## src/rtl/sync_tx_pkg.sv

```systemverilog
// Shared types and constants for the sync_serial_tx frame transmitter.
// Optional feature macro: SYNC_SERIAL_TX_PARITY_EN (adds the PAR state).
package sync_tx_pkg;

    // Header driven ahead of every payload, MSB first.
    localparam logic [3:0]  SYNC_PATTERN = 4'b1101;
    localparam int unsigned SYNC_LEN     = 4;

    typedef enum logic [2:0] {
        StIdle = 3'd0,
        StSync = 3'd1,
        StData = 3'd2,
`ifdef SYNC_SERIAL_TX_PARITY_EN
        StPar  = 3'd3,
`endif
        StGap  = 3'd4
    } tx_state_t;

    // Largest of three lengths, used to size the bit-position counter.
    function automatic int unsigned max3(input int unsigned a, input int unsigned b,
                                         input int unsigned c);
        int unsigned m;
        m = a;
        if (b > m) m = b;
        if (c > m) m = c;
        return m;
    endfunction

endpackage

```

## src/rtl/sync_tx_counter.sv

```systemverilog
// Loadable down-counter tracking the bit position inside the current frame state.
// last_o flags the final cycle of a state (count == 1).
module sync_tx_counter #(
    parameter int unsigned WIDTH = 4
) (
    input  logic             clk,
    input  logic             rst,
    input  logic             load_i,
    input  logic [WIDTH-1:0] load_val_i,
    input  logic             dec_i,
    output logic [WIDTH-1:0] count_next_o,
    output logic             last_o
);

    logic [WIDTH-1:0] cnt_q;
    logic [WIDTH-1:0] cnt_d;

    // Next count: load wins over decrement; never wraps below zero.
    always_comb begin
        cnt_d = cnt_q;
        if (load_i) begin
            cnt_d = load_val_i;
        end else if (dec_i && (cnt_q != '0)) begin
            cnt_d = cnt_q - WIDTH'(1);
        end
    end

    // Count register with synchronous reset.
    always_ff @(posedge clk) begin
        if (rst) begin
            cnt_q <= '0;
        end else begin
            cnt_q <= cnt_d;
        end
    end

    assign count_next_o = cnt_d;
    assign last_o       = (cnt_q == WIDTH'(1));

endmodule

```

## src/rtl/sync_serial_tx.sv

```systemverilog
// Serial frame transmitter: 1101 header, MSB-first payload, optional even parity,
// then GAP_LEN idle zeros. One bit per clock on a registered output.
// Optional feature macro: SYNC_SERIAL_TX_PARITY_EN (parity bit after the data).
module sync_serial_tx
    import sync_tx_pkg::*;
#(
    parameter int unsigned DATA_W  = 8,
    parameter int unsigned GAP_LEN = 1
) (
    input  logic              clk,
    input  logic              rst,
    input  logic [DATA_W-1:0] tx_data,
    input  logic              tx_valid,
    output logic              tx_ready,
    output logic              o,
    output logic              busy,
    output logic              frame_done
);

    localparam int unsigned MaxLen = max3(DATA_W, GAP_LEN, SYNC_LEN);
    localparam int unsigned CntW   = $clog2(MaxLen) + 1;

    tx_state_t         state_q, state_d;
    logic [DATA_W-1:0] shift_q, shift_d;
    logic              o_q, o_d;

    logic              cnt_load;
    logic [CntW-1:0]   cnt_load_val;
    logic              cnt_dec;
    logic [CntW-1:0]   cnt_next;
    logic              cnt_last;
    logic              sync_bit;

`ifdef SYNC_SERIAL_TX_PARITY_EN
    logic              par_q, par_d;
`endif

    sync_tx_counter #(
        .WIDTH (CntW)
    ) u_counter (
        .clk          (clk),
        .rst          (rst),
        .load_i       (cnt_load),
        .load_val_i   (cnt_load_val),
        .dec_i        (cnt_dec),
        .count_next_o (cnt_next),
        .last_o       (cnt_last)
    );

    // Next-state logic: each state entry reloads the counter with its length.
    always_comb begin
        state_d      = state_q;
        shift_d      = shift_q;
        cnt_load     = 1'b0;
        cnt_load_val = '0;
        cnt_dec      = 1'b0;
`ifdef SYNC_SERIAL_TX_PARITY_EN
        par_d        = par_q;
`endif
        unique case (state_q)
            StIdle: begin
                // tx_ready is high only here, so the handshake is just tx_valid.
                if (tx_valid) begin
                    state_d      = StSync;
                    shift_d      = tx_data;
                    cnt_load     = 1'b1;
                    cnt_load_val = CntW'(SYNC_LEN);
`ifdef SYNC_SERIAL_TX_PARITY_EN
                    par_d        = ^tx_data;
`endif
                end
            end
            StSync: begin
                if (cnt_last) begin
                    state_d      = StData;
                    cnt_load     = 1'b1;
                    cnt_load_val = CntW'(DATA_W);
                end else begin
                    cnt_dec = 1'b1;
                end
            end
            StData: begin
                // The bit on the line now is shift_q MSB; expose the next one.
                shift_d = shift_q << 1;
                if (cnt_last) begin
`ifdef SYNC_SERIAL_TX_PARITY_EN
                    state_d      = StPar;
                    cnt_load     = 1'b1;
                    cnt_load_val = CntW'(1);
`else
                    state_d      = StGap;
                    cnt_load     = 1'b1;
                    cnt_load_val = CntW'(GAP_LEN);
`endif
                end else begin
                    cnt_dec = 1'b1;
                end
            end
`ifdef SYNC_SERIAL_TX_PARITY_EN
            StPar: begin
                if (cnt_last) begin
                    state_d      = StGap;
                    cnt_load     = 1'b1;
                    cnt_load_val = CntW'(GAP_LEN);
                end else begin
                    cnt_dec = 1'b1;
                end
            end
`endif
            StGap: begin
                if (cnt_last) begin
                    state_d      = StIdle;
                    cnt_load     = 1'b1;
                    cnt_load_val = '0;
                end else begin
                    cnt_dec = 1'b1;
                end
            end
            default: begin
                state_d      = StIdle;
                cnt_load     = 1'b1;
                cnt_load_val = '0;
            end
        endcase
    end

    // Header bit selected by the counter value the next cycle will hold (4..1).
    always_comb begin
        sync_bit = 1'b0;
        for (int i = 0; i < int'(SYNC_LEN); i++) begin
            if (cnt_next == CntW'(i + 1)) begin
                sync_bit = SYNC_PATTERN[i];
            end
        end
    end

    // Output bit is computed from the next state so o lines up with state_q.
    always_comb begin
        o_d = 1'b0;
        case (state_d)
            StSync:  o_d = sync_bit;
            StData:  o_d = shift_d[DATA_W-1];
`ifdef SYNC_SERIAL_TX_PARITY_EN
            StPar:   o_d = par_q;
`endif
            default: o_d = 1'b0;
        endcase
    end

    // State, shift register and line register with synchronous reset.
    always_ff @(posedge clk) begin
        if (rst) begin
            state_q <= StIdle;
            shift_q <= '0;
            o_q     <= 1'b0;
        end else begin
            state_q <= state_d;
            shift_q <= shift_d;
            o_q     <= o_d;
        end
    end

`ifdef SYNC_SERIAL_TX_PARITY_EN
    // Parity of the latched word, captured at the handshake.
    always_ff @(posedge clk) begin
        if (rst) begin
            par_q <= 1'b0;
        end else begin
            par_q <= par_d;
        end
    end

    assign frame_done = (state_q == StPar) && cnt_last;
`else
    assign frame_done = (state_q == StData) && cnt_last;
`endif

    assign o        = o_q;
    assign tx_ready = (state_q == StIdle);
    assign busy     = ~tx_ready;

endmodule

```

## config.mk

```make
export PLATFORM = sky130hd
export DESIGN_NAME = sync_serial_tx
export DESIGN_NICKNAME = d
export VERILOG_FILES = /design/src/rtl/sync_tx_pkg.sv /design/src/rtl/sync_tx_counter.sv /design/src/rtl/sync_serial_tx.sv
export SDC_FILE = /design/constraint.sdc
export NUM_CORES = 1
export LEC_CHECK = 0
export BUFFER_PORTS_ARGS = -buffer_cell sky130_fd_sc_hd__buf_2
export CORE_MARGIN = 1.5
export CORE_UTILIZATION = 45
export CTS_BUF_LIST = sky130_fd_sc_hd__clkbuf_8
export CTS_CLUSTER_DIAMETER = 200
export CTS_CLUSTER_SIZE = 16
export DETAILED_ROUTE_END_ITERATION = 10
export PLACE_DENSITY = 0.72
export SLEW_MARGIN = 0
export SYNTH_ARGS = -nofsm -noshare
export SYNTH_HDL_FRONTEND = slang
export SYNTH_HIERARCHICAL = 1
export SYNTH_SLANG_ARGS = --single-unit
```

## constraint.sdc

```tcl
create_clock -name clk -period 3.2 [get_ports clk]
set_clock_uncertainty 0.2 [all_clocks]
set_input_delay 0.16 -clock clk [delete_from_list [all_inputs] [get_ports clk]]
set_output_delay 0.16 -clock clk [all_outputs]
set_load 0.03 [all_outputs]
```

==> results.toml, run 1 <==
[outcome]
status = "finished clean"

[logic_synthesis]
synth_top_area_share_pct = 33.0
postSynthAreaPerCell_um2 = 8.82
ys_types = 39
synth_warnings = 6
synth_top_area_cell = "dfxtp_1"
synth_nets = 124
synth_area_leaders = "dfxtp_1, a21oi_2, nor2_1, mux2i_1, a22oi_1"
synth_edf_count = 0
async_flop_share_pct = 0
synth_seq_cells = 16
yosysSeqAreaShare_pct = 33.0
synthFlopType = "dfxtp_1"
syn_inst = 110
synth_area_um2 = 970

[cells_and_area]
final_nets = 141
syn_to_final_growth_pct = 14.2
multiInputGateArea_um2 = 573
fin_util_pct = 55.3
antenna_cells = 0
ff_latch_area_um2 = 320
fillers = 194
drive_gt1_share_pct = 26.2

[global_routing]
antenna_found_initial = 0
overflow = 0
track_usage_pct = 16.7
grt_pass1_vias = 776
grt_max_degree = 16
grt_first_pass_wirelength_um = 3340

[timing]
setup_tns_ps = 0
rsz0062_at_grt = "no"
maxSlewViolCount = 0
tightest_slew_ps = 502
setup_viol = 0
max_freq_ghz = 0.349
relSlewSlack_pct = 66.5
min_period_ps = 2860
fin_crit_sh_pct = 89.5
hold_viol = 0

[clocking]
clk_path_buf_depth = 2
ctsHtreeMaxLevel = 1
cts-root-buf = "clkbuf_8"
clkLatencyLatePin_ps = 240
cts_sinks = 16
cts_tree = "done"
path_clk_slew_ps = 60
cts_buffers = 3
post_cts_resized = 0

[routing]
final_antenna_net_count = 0
viasPerCell = 5.58
wl_per_cell_um = 12.5
wirelength_um = 1920
dr.pass1.iters = 4
drc = 0
vias = 853
dr.first_iter.drc_count = 16

[critical_path]
worstSetupPathType = "reg -> reg"
cp.required_ps = 3170
critical_path.startpoint_type = "flip-flop"
path_max_fanout = 12
crit_path_end_kind = "flip-flop"
critPathArrivalTime_ps = 2830

[flow_run]
maxCapViolations = 0

[floorplanning]
core-area_um2 = 2000
io_pins = 15
die_h_um = 49.4
chipWidth_um = 49.4
dieArea_um2 = 2440
std_cell_rows = 16
start_util_pct = 48.4

[power]
leakage_uw = 0.000439
irDropWorstVdd_mv = 0.454
powerDensity_nw_per_um2 = 528

[place]
dpl.hpwl_um = 1440
gp_congestion = 0.736
io_buffers = 14

[min_path]
hold_class = "in -> reg"
-- cells in the final DEF (no fill, tap or decap), types with 2 or more instances in the layout --
| master | synthesis | final |
|---|---|---|
| ha_1 | 3 | 3 |
| nor2_1 | 11 | 11 |
| nor2b_1 | 2 | 2 |
| a21oi_2 | 6 | 6 |
| nor4_1 | 2 | 2 |
| nand2_1 | 9 | 9 |
| a31oi_1 | 3 | 3 |
| clkbuf_8 | 0 | 4 |
| a22oi_1 | 5 | 5 |
| a21oi_1 | 5 | 5 |
| buf_2 | 1 | 14 |
| inv_1 | 8 | 8 |
| mux2i_1 | 4 | 4 |
| nor3_1 | 2 | 2 |
| nand3_1 | 4 | 4 |
| nor3b_1 | 2 | 2 |
| buf_4 | 1 | 2 |
| dfxtp_1 | 16 | 16 |
| a211oi_1 | 2 | 2 |
| o21ai_0 | 2 | 2 |
-- cells by family (layout without fill, tap and decap cells) --
| group | Yosys count | count (layout) | synth area share, % |
|---|---|---|---|
| buf+inv | 13 | 29 | 7.87 |
| flops | 16 | 16 | 33.0 |
| simple gates | 40 | 40 | 24.1 |
| compound gates | 33 | 33 | 26.6 |
| mux | 4 | 4 | 4.13 |
| fa+ha+maj | 3 | 3 | 3.87 |
| other cells | 1 | 1 | 0.387 |
-- worst max-delay path, cell delays in order, from the launching register on --
cell,delay [ps]
dfxtp_1,570
and2b_1,250
o311a_1,370
o21bai_1,330
inv_1,200
nor2_1,210
a31oi_1,80
nor2_1,100
mux2i_1,70
a311oi_1,260
o2bb2ai_1,150
-- sequential cells by signal (all words and copies together) (netlist names) --
name and cells:
shift_q 8, u_counter/cnt_q 4, state_q 3, o 1
-- final timing paths --
path / from / slack [ps] / cells past startpoint / to
setup / recovery: state_q[1]$_SDFF_PP0_ / 340 / 10 / o$_SDFF_PP0_
hold / removal: tx_data[2] / 7 / 3 / shift_q[2]$_SDFFE_PP0P_
setup reg to reg: state_q[1]$_SDFF_PP0_ / 340 / 10 / o$_SDFF_PP0_
hold reg to reg: shift_q[6]$_SDFFE_PP0P_ / 270 / 2 / shift_q[6]$_SDFFE_PP0P_
-- synthesized netlist by cell type, drive strengths merged, types with 3 or more instances --
cell type and count:
dfxtp 16, nor2 12, a21oi 11, nand2 9
inv 8, a22oi 6, buf 5, mux2i 4
nand3 4, a31oi 3, ha 3, nor3b 3
-- cell type report --
cell class                      count  area share (%)
Sequential cell                    16            28.9
Tap cell                           27            3.05
Clock buffer                        4            4.97
Inverter                            8            2.71
Multi-Input combinational cell     81            51.8
Timing Repair Buffer               17            8.59
-- timing repair --
item	4_1_cts	5_1_grt
hold buffers	1	0
hold endpoints to repair	1	0
setup buffers	0	0
-- report_power, final --
group,switching (uW),internal (uW)
clock network,66.1,109
logic,98.5,74.1
registers,19.1,218
total,184,401
-- metrics by stage --
stage,cell area [um^2],hold WS [ps],total power (uW),setup slack (ps),cells
2_1_floorplan,970,27.9,375,416,110
4_1_cts,1110,11.3,589,332,153
3_3_place_gp,1040,187,406,453,148
6_report,1110,6.86,585,336,153
3_5_place_dp,1040,201,412,348,148
5_1_grt,1110,19.7,618,103,153
-- metal layers --
| metal | track usage, % | share of wire (%) | vias up |
|---|---|---|---|
| met5 | 0 | 0 | - |
| met4 | 2.78 | 0.31 | 0 |
| met3 | 0.920 | 3.6 | 2 |
| met2 | 29.7 | 48 | 24 |
| met1 | 22.6 | 47 | 399 |
| li1 | - | - | 428 |
No activity file was read; power rests on OpenSTA's default activity.
==> run 2, diff against run 1 <==
--- a/config.mk
+++ b/config.mk
@@ -7,12 +7,12 @@
 export LEC_CHECK = 0
 export BUFFER_PORTS_ARGS = -buffer_cell sky130_fd_sc_hd__buf_2
 export CORE_MARGIN = 1.5
-export CORE_UTILIZATION = 45
+export CORE_UTILIZATION = 30
 export CTS_BUF_LIST = sky130_fd_sc_hd__clkbuf_8
 export CTS_CLUSTER_DIAMETER = 200
 export CTS_CLUSTER_SIZE = 16
 export DETAILED_ROUTE_END_ITERATION = 10
-export PLACE_DENSITY = 0.72
+export PLACE_DENSITY = 0.54
 export SLEW_MARGIN = 0
 export SYNTH_ARGS = -nofsm -noshare
 export SYNTH_HDL_FRONTEND = slang
==> run 2 against run 1 <==
- worst setup slack gained 47 ps
- sequential cell count is the same
- power is 3.6% lower
- non-clock buffer count is 1 higher
- critical path type unchanged
- critical endpoint unchanged
- largest power group unchanged
==> results.toml, run 2 (synthesis results as in run 1) <==
[outcome]
status = "finished clean"

[routing]
dr.first_iter.drc_count = 8
drc = 0
wirelength_um = 2040
dr.pass1.iters = 4
final_antenna_net_count = 0
viasPerCell = 4.99
wl_per_cell_um = 12.0
vias = 848

[clocking]
cts_buffers = 3
post_cts_buffers = 0
path_clk_slew_ps = 60
cts_sinks = 16
cts-root-buf = "clkbuf_8"
clk_path_buf_depth = 2
cts_tree = "done"
ctsHtreeMaxLevel = 1
clkLatencyLatePin_ps = 240

[cells_and_area]
fin_cells = 170
reg_top3 = "shift_q (8), u_counter/cnt_q (4), state_q (3)"
antenna_cells = 0
drive_gt1_share_pct = 27.0
syn_to_final_growth_pct = 16.1
mostFrequentLayoutCells = "dfxtp_1, buf_2, nor2_1"
largest_reg_flops = 8
final_common_cell = "dfxtp_1"
final_nets = 142
largest_register = "shift_q"

[critical_path]
worstSetupPathType = "reg -> reg"
slowest_delay_ps = 570
crit_slowest_cell = "dfxtp_1"
cpMostUsedCell = "nor2_1"
crit_path_end_kind = "flip-flop"
critPathArrivalTime_ps = 2790
reg2reg_to = "o$_SDFF_PP0_"
path_max_fanout = 12
path_cells = "and2b_1 > o311a_1 > o21bai_2 > inv_1 > nor2_1 > a31oi_1 > nor2_1 > mux2i_1 > a311oi_1 > o2bb2ai_1"
critPathTopFamily = "compound AO/OA/AOI/OAI gates"
critical_path_buf_inv_count = 1
cp.required_ps = 3170
r2r_start = "state_q[1]$_SDFF_PP0_"
critical_path.startpoint_type = "flip-flop"
r2r_setup_slack_ps = 380
reg2regPathDepth = 10

[global_routing]
antenna_found_initial = 0
grt_first_pass_wirelength_um = 3290
grt_pass1_vias = 733
track_usage_pct = 12.2
overflow = 0
grt_max_degree = 16

[timing]
hold_viol = 0
fin_crit_sh_pct = 88.0
min_period_ps = 2820
setup_tns_ps = 0
rsz0062_at_grt = "no"
maxSlewViolCount = 0
fin_ws_ps = 383
relSlewSlack_pct = 64.9
fin_hold_ws_ps = 8.04
setup_viol = 0
max_freq_ghz = 0.355
tightest_slew_ps = 525

[place]
gp_congestion = 0.804
io_buffers = 14
placement.setup.worst_slack_ps = 260
placed_cells = 166
dpl.hpwl_um = 1530

[floorplanning]
std_cell_rows = 20
chipWidth_um = 59.9
dieArea_um2 = 3580
die_h_um = 59.9
core-area_um2 = 3050
start_util_pct = 31.8
io_pins = 15

[flow_run]
maxCapViolations = 0

[power]
powerDensity_nw_per_um2 = 501
leakage_uw = 0.000439
irDropWorstVdd_mv = 0.312

[min_path]
whs_endpoint = "shift_q[5]$_SDFFE_PP0P_"
hold_path_startpoint = "tx_data[5]"
hold_class = "in -> reg"
min_path_cells = 3
## run 2: routing by layer
layer | track usage (%) | share of wire [%]
met1 | 16.1 | 49
met2 | 19.6 | 46
met3 | 3.46 | 3.6
met4 | 2.86 | 0.49
met5 | 0 | 0
## run 2: layout make-up
| class | instances | area (um^2) |
|---|---|---|
| fillers | 344 | 1930 |
| multi-input cells | 81 | 577 |
| flip-flops and latches | 16 | 320 |
| repair buffers | 18 | 103 |
| well taps | 44 | 55.1 |
| clock buffers | 3 | 41.3 |
| inverters | 8 | 30.0 |
## run 2: through the flow
step | total power [uW] | instance area [um^2] | utilization [%]
after detailed placement | 415 | 1070 | 35.1
after global routing | 594 | 1130 | 36.9
after global placement | 412 | 1070 | 35.1
final | 564 | 1130 | 36.9
after floorplan | 375 | 970 | -
after CTS | 567 | 1120 | 36.8
## run 2: how the worst max path moves through the flow
stage | from | end | slack (ps) | depth (start not counted)
after detailed placement | state_q[1]$_SDFF_PP0_ | o$_SDFF_PP0_ | 260 | 10
after CTS | state_q[1]$_SDFF_PP0_ | o$_SDFF_PP0_ | 230 | 10
final | state_q[1]$_SDFF_PP0_ | o$_SDFF_PP0_ | 380 | 10
after global routing | u_counter/cnt_q[1]$_SDFF_PP0_ | o$_SDFF_PP0_ | 190 | 13
after floorplan | state_q[2]$_SDFF_PP0_ | o$_SDFF_PP0_ | 420 | 9
after global placement | state_q[1]$_SDFF_PP0_ | o$_SDFF_PP0_ | 280 | 10
## run 2: power by group
part,switching [uW],internal (uW)
Sequential,15.6,218
Clock,65.7,83.3
Combinational,105,76.4
## run 2: repair_timing
item / CTS / global route
hold buffers: 1 / 0
hold endpoints to repair: 1 / 0
gates resized for setup: 0 / 1
setup endpoints to repair: 0 / 1
## run 2: tightest hold or removal path, delay by kind of cell
| family | cells | cell delay, ps |
|---|---|---|
| AO/OA/AOI/OAI | 2 | 190 |
| buffers and inverters | 1 | 70 |
==> run 3, diff against run 2 <==
--- a/config.mk
+++ b/config.mk
@@ -13,6 +13,7 @@
 export CTS_CLUSTER_SIZE = 16
 export DETAILED_ROUTE_END_ITERATION = 10
 export PLACE_DENSITY = 0.54
+export RECOVER_POWER = 25
 export SLEW_MARGIN = 0
 export SYNTH_ARGS = -nofsm -noshare
 export SYNTH_HDL_FRONTEND = slang
==> run 3 against run 2 <==
- non-clock buffer count is the same
- combinational power is essentially flat
- global-route usage is the same
- routed wire length shrank 0.24%
- first-iteration DRC count shrank 13%
- via count grew 0.12%
- final cell count is the same
- sequential power is essentially flat
==> results.toml, run 3 (synthesis results as in run 1) <==
[outcome]
status = "finished clean"

[routing]
viasPerCell = 4.99
vias = 849
wl_met1_um = 997
dr_wl_met3_um = 75
routed.top_layer = "met4"
wl_met2_um = 953
drc = 0
dr.pass1.iters = 4
wl_per_cell_um = 12.0
dr.first_iter.drc_count = 7
wirelength_um = 2040
final_antenna_net_count = 0

[min_path]
whs_endpoint = "shift_q[5]$_SDFFE_PP0P_"
hold_class = "in -> reg"
min_path_cells = 3
hold_path_startpoint = "tx_data[5]"

[cells_and_area]
ff_latch_area_um2 = 320
fillers = 344
drive_gt1_share_pct = 25.4
multiInputGateArea_um2 = 577
syn_to_final_growth_pct = 15.6
mostFrequentLayoutCells = "dfxtp_1, buf_2, nor2_1"
reg_top3 = "shift_q (8), u_counter/cnt_q (4), state_q (3)"
final_nets = 142
final_common_cell = "dfxtp_1"
largest_reg_flops = 8
largest_register = "shift_q"
antenna_cells = 0

[clocking]
cts-root-buf = "clkbuf_8"
clkLatencyLatePin_ps = 240
path_clk_slew_ps = 60
cts_sinks = 16
cts_tree = "done"
post_cts_buffers = 0
cts_buffers = 3
ctsHtreeMaxLevel = 1
clk_path_buf_depth = 2

[timing]
tightest_slew_ps = 526
fin_hold_ws_ps = 8.04
fin_crit_sh_pct = 88.1
rsz0062_at_grt = "no"
setup_viol = 0
hold_viol = 0
min_period_ps = 2820
setup_tns_ps = 0
maxSlewViolCount = 0
max_freq_ghz = 0.355
relSlewSlack_pct = 64.9

[power]
irDropWorstVdd_mv = 0.312
leakage_uw = 0.000431
powerDensity_nw_per_um2 = 501

[critical_path]
crit_path_end_kind = "flip-flop"
critPathArrivalTime_ps = 2790
reg2reg_to = "o$_SDFF_PP0_"
worstSetupPathType = "reg -> reg"
path_max_fanout = 12
critical_path.startpoint_type = "flip-flop"
r2r_setup_slack_ps = 380
reg2regPathDepth = 10
r2r_start = "state_q[1]$_SDFF_PP0_"
cp.required_ps = 3170

[floorplanning]
io_pins = 15
core-area_um2 = 3050
start_util_pct = 31.8
die_h_um = 59.9
dieArea_um2 = 3580
std_cell_rows = 20
chipWidth_um = 59.9

[global_routing]
grt_max_degree = 16
antenna_found_initial = 0
grt_pass1_vias = 733
overflow = 0
grt_first_pass_wirelength_um = 3290
track_usage_pct = 12.2

[place]
dpl.hpwl_um = 1530
io_buffers = 14
gp_congestion = 0.804

[flow_run]
maxCapViolations = 0
## run 3: cell types whose count changed in the layout (fill, tap and decap cells not counted)
cell      change
buf_2         -1
buf_4         -1
clkbuf_1      +2
## run 3: cell type report
type                    count  area share, %
inverters                   8           2.68
multi-input cells          81           51.5
flip-flops and latches     16           28.6
repair buffers             18           8.71
clock buffers               3           3.68
well taps                  44           4.91
## run 3: metal layers
metal,GRT usage [%],up-vias
li1,-,429
met4,2.86,0
met2,19.6,12
met3,3.46,2
met1,16.1,406
met5,0,-
## run 3: through the flow
step	setup slack, ps	utilization [%]	instance area, um^2	cells	power (uW)
floorplan	416	-	970	110	375
global placement	280	35.1	1070	166	412
detailed placement	260	35.1	1070	166	415
CTS	230	36.8	1120	170	567
global route	192	36.7	1120	170	592
finish	380	36.7	1120	170	562
## run 3: worst max path at each step
| stage | start | end | slack, ps | cells after the start |
|---|---|---|---|---|
| 6_report | state_q[1]$_SDFF_PP0_ | o$_SDFF_PP0_ | 380 | 10 |
| 3_3_place_gp | state_q[1]$_SDFF_PP0_ | o$_SDFF_PP0_ | 280 | 10 |
| 3_5_place_dp | state_q[1]$_SDFF_PP0_ | o$_SDFF_PP0_ | 260 | 10 |
| 4_1_cts | state_q[1]$_SDFF_PP0_ | o$_SDFF_PP0_ | 230 | 10 |
| 5_1_grt | state_q[1]$_SDFF_PP0_ | o$_SDFF_PP0_ | 190 | 10 |
| 2_1_floorplan | state_q[2]$_SDFF_PP0_ | o$_SDFF_PP0_ | 420 | 9 |
## run 3: worst max-delay path, cell delays in order (launching register included)
cell and delay [ps]:
dfxtp_1 570, and2b_1 250, o311a_1 390, o21bai_2 260
inv_1 180, nor2_1 200, a31oi_1 80, nor2_1 100
mux2i_1 80, a311oi_1 290, o2bb2ai_1 150
## run 3: power breakdown
| group | internal [uW] | switching [uW] |
|---|---|---|
| sequential | 218 | 15.6 |
| combinational | 74.5 | 104 |
| clock | 83.3 | 65.8 |
## run 3: what timing repair did
item / CTS / global route
resized for setup: 0 / 1
endpoints found under the setup margin: 0 / 1
hold endpoints to repair: 1 / 0
hold buffers: 1 / 0
